File: src/rtl/uart_arb_pkg.sv
// Shared types and constants for the UART transmit arbiter.
// Holds the controller state encoding, default parameters and a width helper.
package uart_arb_pkg;

  typedef enum logic [2:0] {
    IDLE,
    OWN,
    WAIT_BUSY,
    WAIT_DONE,
    GAP
  } arb_state_t;

  localparam int DEF_NUM_REQ    = 4;
  localparam int DEF_DATA_W     = 8;
  localparam int DEF_MAX_BURST  = 16;
  localparam int DEF_GAP_CYCLES = 0;

  function automatic int clog2(input int value);
    int res;
    res = 0;
    while ((1 << res) < value) res++;
    return res;
  endfunction

endpackage

File: src/rtl/uart_tx_arbiter_rr_picker.sv
// Round-robin one-hot picker: first set request searching upward from pointer+1 with wrap.
// Purely combinational, no backpressure.
module rr_picker #(
  parameter int NUM_REQ = 4,
  parameter int IDX_W   = 2
) (
  input  logic [NUM_REQ-1:0] req,
  input  logic [IDX_W-1:0]   pointer,
  output logic [NUM_REQ-1:0] onehot,
  output logic [IDX_W-1:0]   index
);

  logic             found;
  logic [IDX_W-1:0] cand;

  always_comb begin
    onehot = '0;
    index  = '0;
    found  = 1'b0;
    cand   = '0;
    // k = NUM_REQ revisits the pointer itself last, so the previous owner has lowest priority
    for (int k = 1; k <= NUM_REQ; k++) begin
      cand = IDX_W'((int'(pointer) + k) % NUM_REQ);
      if (!found && req[cand]) begin
        found         = 1'b1;
        onehot[cand]  = 1'b1;
        index         = cand;
      end
    end
  end

endmodule

File: src/rtl/uart_tx_arbiter.sv
// Shares one UART transmitter among NUM_REQ byte streams, round-robin per packet or MAX_BURST bytes.
// Grant 1 cycle after request, tx_start 1 cycle after accept; requesters stall while the transmitter is busy.
module uart_tx_arbiter
  import uart_arb_pkg::*;
#(
  parameter int NUM_REQ    = DEF_NUM_REQ,
  parameter int DATA_W     = DEF_DATA_W,
  parameter int MAX_BURST  = DEF_MAX_BURST,
  parameter int GAP_CYCLES = DEF_GAP_CYCLES
) (
  input  logic                      iCE_CLK,
  input  logic                      rst_n,
  input  logic [NUM_REQ-1:0]        req_valid,
  input  logic [NUM_REQ*DATA_W-1:0] req_data,
  input  logic [NUM_REQ-1:0]        req_last,
  output logic [NUM_REQ-1:0]        req_ready,
  output logic                      tx_start,
  output logic [DATA_W-1:0]         tx_byte,
  input  logic                      tx_busy,
  output logic [NUM_REQ-1:0]        grant,
  output logic                      grant_valid,
  output logic                      burst_trunc
);

  localparam int IDX_W = (clog2(NUM_REQ) < 1) ? 1 : clog2(NUM_REQ);
  localparam int CNT_W = (clog2(MAX_BURST + 1) < 1) ? 1 : clog2(MAX_BURST + 1);
  localparam int GAP_W = (clog2(GAP_CYCLES + 1) < 1) ? 1 : clog2(GAP_CYCLES + 1);
  localparam logic [CNT_W-1:0] BURST_MAX = CNT_W'(MAX_BURST);
  localparam logic [GAP_W-1:0] GAP_LAST  = GAP_W'((GAP_CYCLES > 0) ? GAP_CYCLES - 1 : 0);
  localparam logic [IDX_W-1:0] PTR_RST   = IDX_W'(NUM_REQ - 1);

  arb_state_t          state_q, state_d;
  logic [NUM_REQ-1:0]  grant_q, grant_d;
  logic [IDX_W-1:0]    owner_q, owner_d;
  logic [IDX_W-1:0]    ptr_q, ptr_d;
  logic [CNT_W-1:0]    cnt_q, cnt_d;
  logic [GAP_W-1:0]    gap_q, gap_d;
  logic                last_q, last_d;
  logic                start_q, start_d;
  logic                trunc_q, trunc_d;
  logic [DATA_W-1:0]   byte_q, byte_d;
  logic [NUM_REQ-1:0]  pick_onehot;
  logic [IDX_W-1:0]    pick_idx;
  logic                owner_vld, owner_last, do_release;
  logic [DATA_W-1:0]   owner_dat;

  rr_picker #(
    .NUM_REQ (NUM_REQ),
    .IDX_W   (IDX_W)
  ) u_picker (
    .req     (req_valid),
    .pointer (ptr_q),
    .onehot  (pick_onehot),
    .index   (pick_idx)
  );

  always_comb begin
    owner_vld  = 1'b0;
    owner_last = 1'b0;
    owner_dat  = '0;
    for (int i = 0; i < NUM_REQ; i++) begin
      if (owner_q == IDX_W'(i)) begin
        owner_vld  = req_valid[i];
        owner_last = req_last[i];
        owner_dat  = req_data[i*DATA_W +: DATA_W];
      end
    end
  end

  always_comb begin
    state_d    = state_q;
    grant_d    = grant_q;
    owner_d    = owner_q;
    ptr_d      = ptr_q;
    cnt_d      = cnt_q;
    gap_d      = gap_q;
    last_d     = last_q;
    byte_d     = byte_q;
    start_d    = 1'b0;
    trunc_d    = 1'b0;
    do_release = 1'b0;
    unique case (state_q)
      IDLE: begin
        if (|req_valid) begin
          state_d = OWN;
          grant_d = pick_onehot;
          owner_d = pick_idx;
          cnt_d   = '0;
        end
      end
      OWN: begin
        if (owner_vld) begin
          byte_d  = owner_dat;
          start_d = 1'b1;
          last_d  = owner_last;
          cnt_d   = cnt_q + 1'b1;
          state_d = WAIT_BUSY;
        end
      end
      WAIT_BUSY: begin
        if (tx_busy) state_d = WAIT_DONE;
      end
      WAIT_DONE: begin
        if (!tx_busy) begin
          if (GAP_CYCLES > 0) begin
            state_d = GAP;
            gap_d   = '0;
          end else begin
            do_release = 1'b1;
          end
        end
      end
      GAP: begin
        if (gap_q == GAP_LAST) do_release = 1'b1;
        else                   gap_d = gap_q + 1'b1;
      end
      default: state_d = IDLE;
    endcase
    // A packet end takes precedence, so last on the final allowed byte is not a truncation
    if (do_release) begin
      if (last_q || (cnt_q == BURST_MAX)) begin
        state_d = IDLE;
        grant_d = '0;
        ptr_d   = owner_q;
        trunc_d = !last_q;
      end else begin
        state_d = OWN;
      end
    end
  end

  always_ff @(posedge iCE_CLK or negedge rst_n) begin
    if (!rst_n) begin
      state_q <= IDLE;
      grant_q <= '0;
      owner_q <= '0;
      ptr_q   <= PTR_RST;
      cnt_q   <= '0;
      gap_q   <= '0;
      last_q  <= 1'b0;
      start_q <= 1'b0;
      trunc_q <= 1'b0;
      byte_q  <= '0;
    end else begin
      state_q <= state_d;
      grant_q <= grant_d;
      owner_q <= owner_d;
      ptr_q   <= ptr_d;
      cnt_q   <= cnt_d;
      gap_q   <= gap_d;
      last_q  <= last_d;
      start_q <= start_d;
      trunc_q <= trunc_d;
      byte_q  <= byte_d;
    end
  end

  assign grant       = grant_q;
  assign grant_valid = |grant_q;
  assign req_ready   = (state_q == OWN) ? grant_q : '0;
  assign tx_start    = start_q;
  assign tx_byte     = byte_q;
  assign burst_trunc = trunc_q;

endmodule

File: config.mk
export PLATFORM = sky130hd
export DESIGN_NAME = uart_tx_arbiter
export DESIGN_NICKNAME = d
export VERILOG_FILES = /design/src/rtl/uart_arb_pkg.sv /design/src/rtl/uart_tx_arbiter_rr_picker.sv /design/src/rtl/uart_tx_arbiter.sv
export SDC_FILE = /design/constraint.sdc
export NUM_CORES = 1
export LEC_CHECK = 0
export BUFFER_PORTS_ARGS = -buffer_cell sky130_fd_sc_hd__clkbuf_2
export CAP_MARGIN = 20
export CORE_UTILIZATION = 45
export CTS_BUF_LIST = sky130_fd_sc_hd__clkbuf_8
export CTS_CLUSTER_DIAMETER = 50
export DETAILED_ROUTE_END_ITERATION = 8
export MAX_ROUTING_LAYER = met4
export PLACE_DENSITY = 0.71
export SLEW_MARGIN = 20
export SYNTH_ARGS = -nofsm -noshare
export SYNTH_HDL_FRONTEND = slang
export SYNTH_HIERARCHICAL = 1
export SYNTH_SLANG_ARGS = --single-unit
File: constraint.sdc
create_clock -name iCE_CLK -period 2.6 [get_ports iCE_CLK]
set_input_delay 0.39 -clock iCE_CLK [delete_from_list [all_inputs] [get_ports iCE_CLK]]
set_output_delay 0.39 -clock iCE_CLK [all_outputs]
set_load 0.005 [all_outputs]
=== Word-level counts from Yosys, hierarchy flattened ===
Index checks and enable logic that the tools add are counted.

* $add $sub $neg: 6
* Order comparisons: 8
* Eq/ne operators: 14
* Muxes and demuxes: 61
* Bitwise logic cells: 3
* Reduce and logical (&&, ||, !) cells: 23

{| class="wikitable"
|+ Operators by type and width
! kind !! count
|-
| 4-bit 2-to-1 mux || 9
|-
| 8-bit 2-to-1 mux || 4
|-
| 1-bit 2-to-1 mux || 27
|-
| 2-bit by 3-bit < comparator with 1-bit output, second input constant || 4
|-
| 3-bit 2-to-1 mux || 4
|-
| 4-bit bitwise OR || 3
|-
| 3-bit one-hot mux with 4 select lines || 1
|-
| 5-bit 2-to-1 mux || 2
|-
| 5-bit one-hot mux with 2 select lines || 1
|-
| 3-bit != test, second input constant || 3
|-
| 1-bit binary-select mux with 2-bit select || 4
|-
| 1-bit demux with 2-bit select || 4
|-
| 2-bit by 1-bit greater-or-equal comparator with 1-bit output, second input constant || 4
|-
| 2-bit 2-to-1 mux || 4
|-
| 4-bit OR reduction || 2
|-
| 1-bit logical AND || 7
|-
| 3-bit by 2-bit equality test with 1-bit output, second input constant || 2
|-
| 2-bit AND reduction || 3
|-
| 5-bit by 1-bit adder with 5-bit output, second input constant || 1
|-
| 5-bit equality test, second input constant || 1
|-
| 2-bit by 1-bit adder with 2-bit output, second input constant || 2
|-
| 2-bit adder, second input constant || 2
|-
| 2-bit equality test, second input constant || 2
|-
| 1-bit zero test || 4
|-
| other kinds (14) || 15
|}

* Bits in registers: 28
* Bits of input ports: 43
* Output and inout bits: 19

=== Longest topological paths before layout ===
* Depth in word-level cells: 17
* Mapped depth: 10

=== Hierarchy ===
Netlist, hierarchy kept.

{| class="wikitable"
|+ Modules (own cells, without submodules)
! module !! instances !! cells an instance !! area an instance (µm²) !! seq. area each (µm²)
|-
| uart_tx_arbiter || 1 || 117 || 1503.9 || 653.1
|-
| rr_picker || 1 || 68 || 545.5 || 0.0
|}

=== Least setup slack after synthesis ===
Ideal clock, no wire load.

* Path type: register -> register
* From: register ptr_q[0]
* To: register grant_q[0] (netlist: grant[0])
* Setup time: 0.138 ns
* Arrival: 2.256 ns
* Required time: 2.462 ns
* Setup slack: 0.206 ns
* Stages on the path, launching flop included: 11
* Path buffers: 2
* Period minus slack after synthesis: 2.394 ns
* Cells stage by stage: dfstp_2 > buf_4 > inv_1 > ha_1 > buf_4 > mux4_2 > nand2_1 > o21ai_0 > a221o_2 > mux2i_1 > nor2_1

* Word-level cells in the longest chain between the ends: 17
* Elaborated cells on any way between the ends: 52
* Classes of those cells: add/sub (4); order compare (8); mux (27); bitwise (3); reduce/logical (10)

{| class="wikitable"
|+ Ends and longest elaborated chain
! what !! line !! text
|-
| start, declared || uart_tx_arbiter.sv:35 || <nowiki>logic [IDX_W-1:0] ptr_q, ptr_d;</nowiki>
|-
| start signal, assigned || uart_tx_arbiter.sv:148 || <nowiki>ptr_q <= ptr_d;</nowiki>
|-
| branches (longest 12 deep; another with 2-bit by 3-bit < comparator with 1-bit output) || - ||
|-
| 4-bit 2-to-1 mux * || uart_tx_arbiter_rr_picker.sv:24 || <nowiki>if (!found && req[cand]) begin</nowiki>
|-
| net pick_onehot[0] || uart_tx_arbiter.sv:42 || <nowiki>logic [NUM_REQ-1:0] pick_onehot;</nowiki>
|-
| 4-bit 2-to-1 mux * || uart_tx_arbiter.sv:84 || <nowiki>if (|req_valid) begin</nowiki>
|-
| 4-bit 2-to-1 mux * || uart_tx_arbiter.sv:82 || <nowiki>unique case (state_q)</nowiki>
|-
| 4-bit 2-to-1 mux || uart_tx_arbiter.sv:121 || <nowiki>if (last_q || (cnt_q == BURST_MAX)) begin</nowiki>
|-
| 4-bit 2-to-1 mux * || uart_tx_arbiter.sv:120 || <nowiki>if (do_release) begin</nowiki>
|-
| net grant_d[0] || uart_tx_arbiter.sv:33 || <nowiki>logic [NUM_REQ-1:0] grant_q, grant_d;</nowiki>
|-
| end signal, assigned || uart_tx_arbiter.sv:146 || <nowiki>grant_q <= grant_d;</nowiki>
|-
| end, declared || uart_tx_arbiter.sv:33 ||
|}

Mark *: on every way through the listed nets, which the timed path passes. The select of a mux whose other input is x is not followed.
A chain may end at the register's enable or synchronous reset.

=== Worst setup path after layout ===
* From: register ptr_q[1]
* To: register grant_q[0] (netlist: grant[0])

Same word-level chain as after synthesis.

==> flow_summary.toml <==
[outcome]
status = "finished clean"

[placed_design]
port_buffers = 61
dp_hpwl_um = 3350
finalWeightedCongestion = 0.881
place_ws_ps = 254

[power_and_ir_drop]
power_density_mw_per_mm2 = 1070
finalPower_uw = 2600
ir_worst_vdd_mv = 0.562
leakage_uw = 0.00120

[die]
ios = 62
dieArea_mm2 = 0.00483
fp-row-count = 24
fp.dieH_um = 69.5
core_mm2 = 0.00435
start_util = 0.471
die_w_um = 69.5

[sta]
finalSetupTns_ps = 0
setup_violations = 0
fin_skew_ps = 1.29
post-route-period-util = 0.904
period_needed_ps = 2350
maxSlewViolCount = 0
hold_viol = 0
relSlewSlack = 0.570
worst-slew-pin-transition_ps = 645
rsz0062_at_grt = "no"
max_freq_mhz = 425
setup_slack_ps = 249

[routing]
vias = 1709
ant_nets = 0
via_per_inst = 5.73
drt_iter0_markers = 80
avgRoutedWirePerCell_um = 14.6
drt_wl_total_um = 4350
drt-pass1-iter-count = 5
drc = 0

[worst_hold_path]
worstHoldPathType = "input port to asynchronous set/reset pin"

[global_route]
gr-usage-met3 = 0.0276
grtUsageMet1 = 0.266
use_met2 = 0.324
grt_pass1_wl_um = 7560
first_global_vias = 1632
antenna_found_initial = 0
top_usage_layer = "met2"
grt_use_total = 0.198
gr-total-overflow = 0
grt_max_degree = 27

[setup_path]
slowest_delay_ps = 660
critPathKind = "flip-flop to flip-flop"
crit_slowest_cell = "dfstp_2"
cp.required_ps = 2740
crit_path_end_kind = "flip-flop"
crit_fanout = 12
timing.critical_path.cells = "inv_1 -> ha_1 -> mux4_2 -> nand2_1 -> o21ai_0 -> a221o_2 -> mux2i_1 -> nor2_1"
cp_num_buf_inv = 1
crit_path_start_kind = "flip-flop"
critical-path-top-delay-family = "flip-flops"
arrival_ps = 2490

[synth]
yosys_most_used_dff = "dfrtp_1"
ys_seq_area_frac = 0.319
synth-edff-count = 0
synth_seq_cells = 26
yosys.area_share.simple = 0.136
ys_top_cells_by_area = "dfrtp_1 (29%), mux4_2 (12%), ha_1 (9.2%)"
synth_top_family_by_area = "multiplexers"
synth_async_sr_flop_share = 1.00
synth_mux_area_frac = 0.253
syn_nets = 243
yosys.area.top_type = "dfrtp_1"
synthAdderAreaFrac = 0.0916
yosysWarnings = 6
syn_avg_cell_area_um2 = 11.1
syn_inst = 185
synth_top_area_frac = 0.293
synth_xor_area_frac = 0
syn_area_mm2 = 0.00205
synth_cell_types = 45
synth_compound_area_frac = 0.143

[clock_tree]
cts-root-buf = "clkbuf_8"
cts_sinks = 26
cts_tree = "yes"
cts-htree-levels = 1
numCtsBuffers = 3
clk_latency_ps = 270
ctsResizeCount = 0
cts_hold_buf = 0
post_cts_buffers = 0
clk_pin_slew_worst_paths_ps = 90
clk_path_buf_depth = 2

[flow_run]
drv_cap = 0

[finish]
final_cell_mix = "clkbuf_2 (61), dfrtp_1 (24), mux2_2 (16)"
seq_area_um2 = 653
syn2layout_area_growth_pct = 19.2
nNetsFinal = 305
drive_gt1_frac = 0.439
layout_commonest_cell = "clkbuf_2"
num_antenna_cells = 0
fillCellCount = 377
multi_input_area_mm2 = 0.00128
==> power breakdown <==
part / internal, µW / switching [µW] / leakage [µW] / total [µW]
sequential: 584 / 167 / 0.000323 / 751
clock: 135 / 126 / 0.0000288 / 262
combinational: 846 / 746 / 0.000844 / 1590
total: 1570 / 1040 / 0.00120 / 2600
==> layer usage <==
| metal | vias up | part of all wire |
|---|---|---|
| met4 | 0 | 0.0067 |
| li1 | 814 | - |
| met3 | 2 | 0.040 |
| met5 | - | 0 |
| met2 | 50 | 0.49 |
| met1 | 843 | 0.46 |
==> synth_stat cells (all sizes together) (3+ instances only) <==
master and n:
dfrtp 24, mux2 16, ha 15, inv 13, nand2 13, mux4 11, mux2i 9, buf 8
nor2 7, o21ai 6, a21oi 5, and2 5, nor2b 5, a221o 4, a22oi 4, nand2b 4
nor3 4, a221oi 3
==> metrics by stage <==
step,hold WS [ps],cells,utilization,area [µm²]
finish,124,298,0.561,2440
global route,165,298,0.561,2440
CTS,139,298,0.561,2440
detailed placement,438,294,0.548,2390
global placement,442,294,0.548,2390
floorplan,94.4,185,-,2050
==> registers in the layout, indices dropped and copies added, names as in the netlist <==
| register | cells |
|---|---|
| cnt_q | 5 |
| burst_trunc | 1 |
| grant | 4 |
| state_q | 2 |
| tx_byte | 8 |
| tx_start | 1 |
| last_q | 1 |
| ptr_q | 2 |
| owner_q | 2 |
==> layout make-up <==
cell class | instances | share of cell area
Sequential cell | 26 | 0.267
Clock buffer | 4 | 0.0225
Inverter | 13 | 0.0200
Timing Repair Buffer | 66 | 0.140
Multi-Input combinational cell | 137 | 0.523
Tap cell | 52 | 0.0266
==> logic make-up (layout without fill, tap and decap cells) <==
group | after synthesis | after routing
compound gates | 35 | 35
fa+ha+maj | 15 | 15
buf+inv | 22 | 83
flops | 26 | 26
mux | 36 | 36
simple gates | 51 | 51
==> path summary, 6_finish.rpt <==
check                               to  slack (ps)  cells past startpoint      from
max in group asynchronous   tx_byte[3]        2060                      1     rst_n
min reg2reg                burst_trunc         490                      1    last_q
min                         state_q[0]         120                      1     rst_n
max                           grant[0]         250                      8  ptr_q[1]
max reg2reg                   grant[0]         250                      8  ptr_q[1]
min in group iCE_CLK       burst_trunc         460                      3   tx_busy
Note: power is estimated with default switching activity, not from simulation.
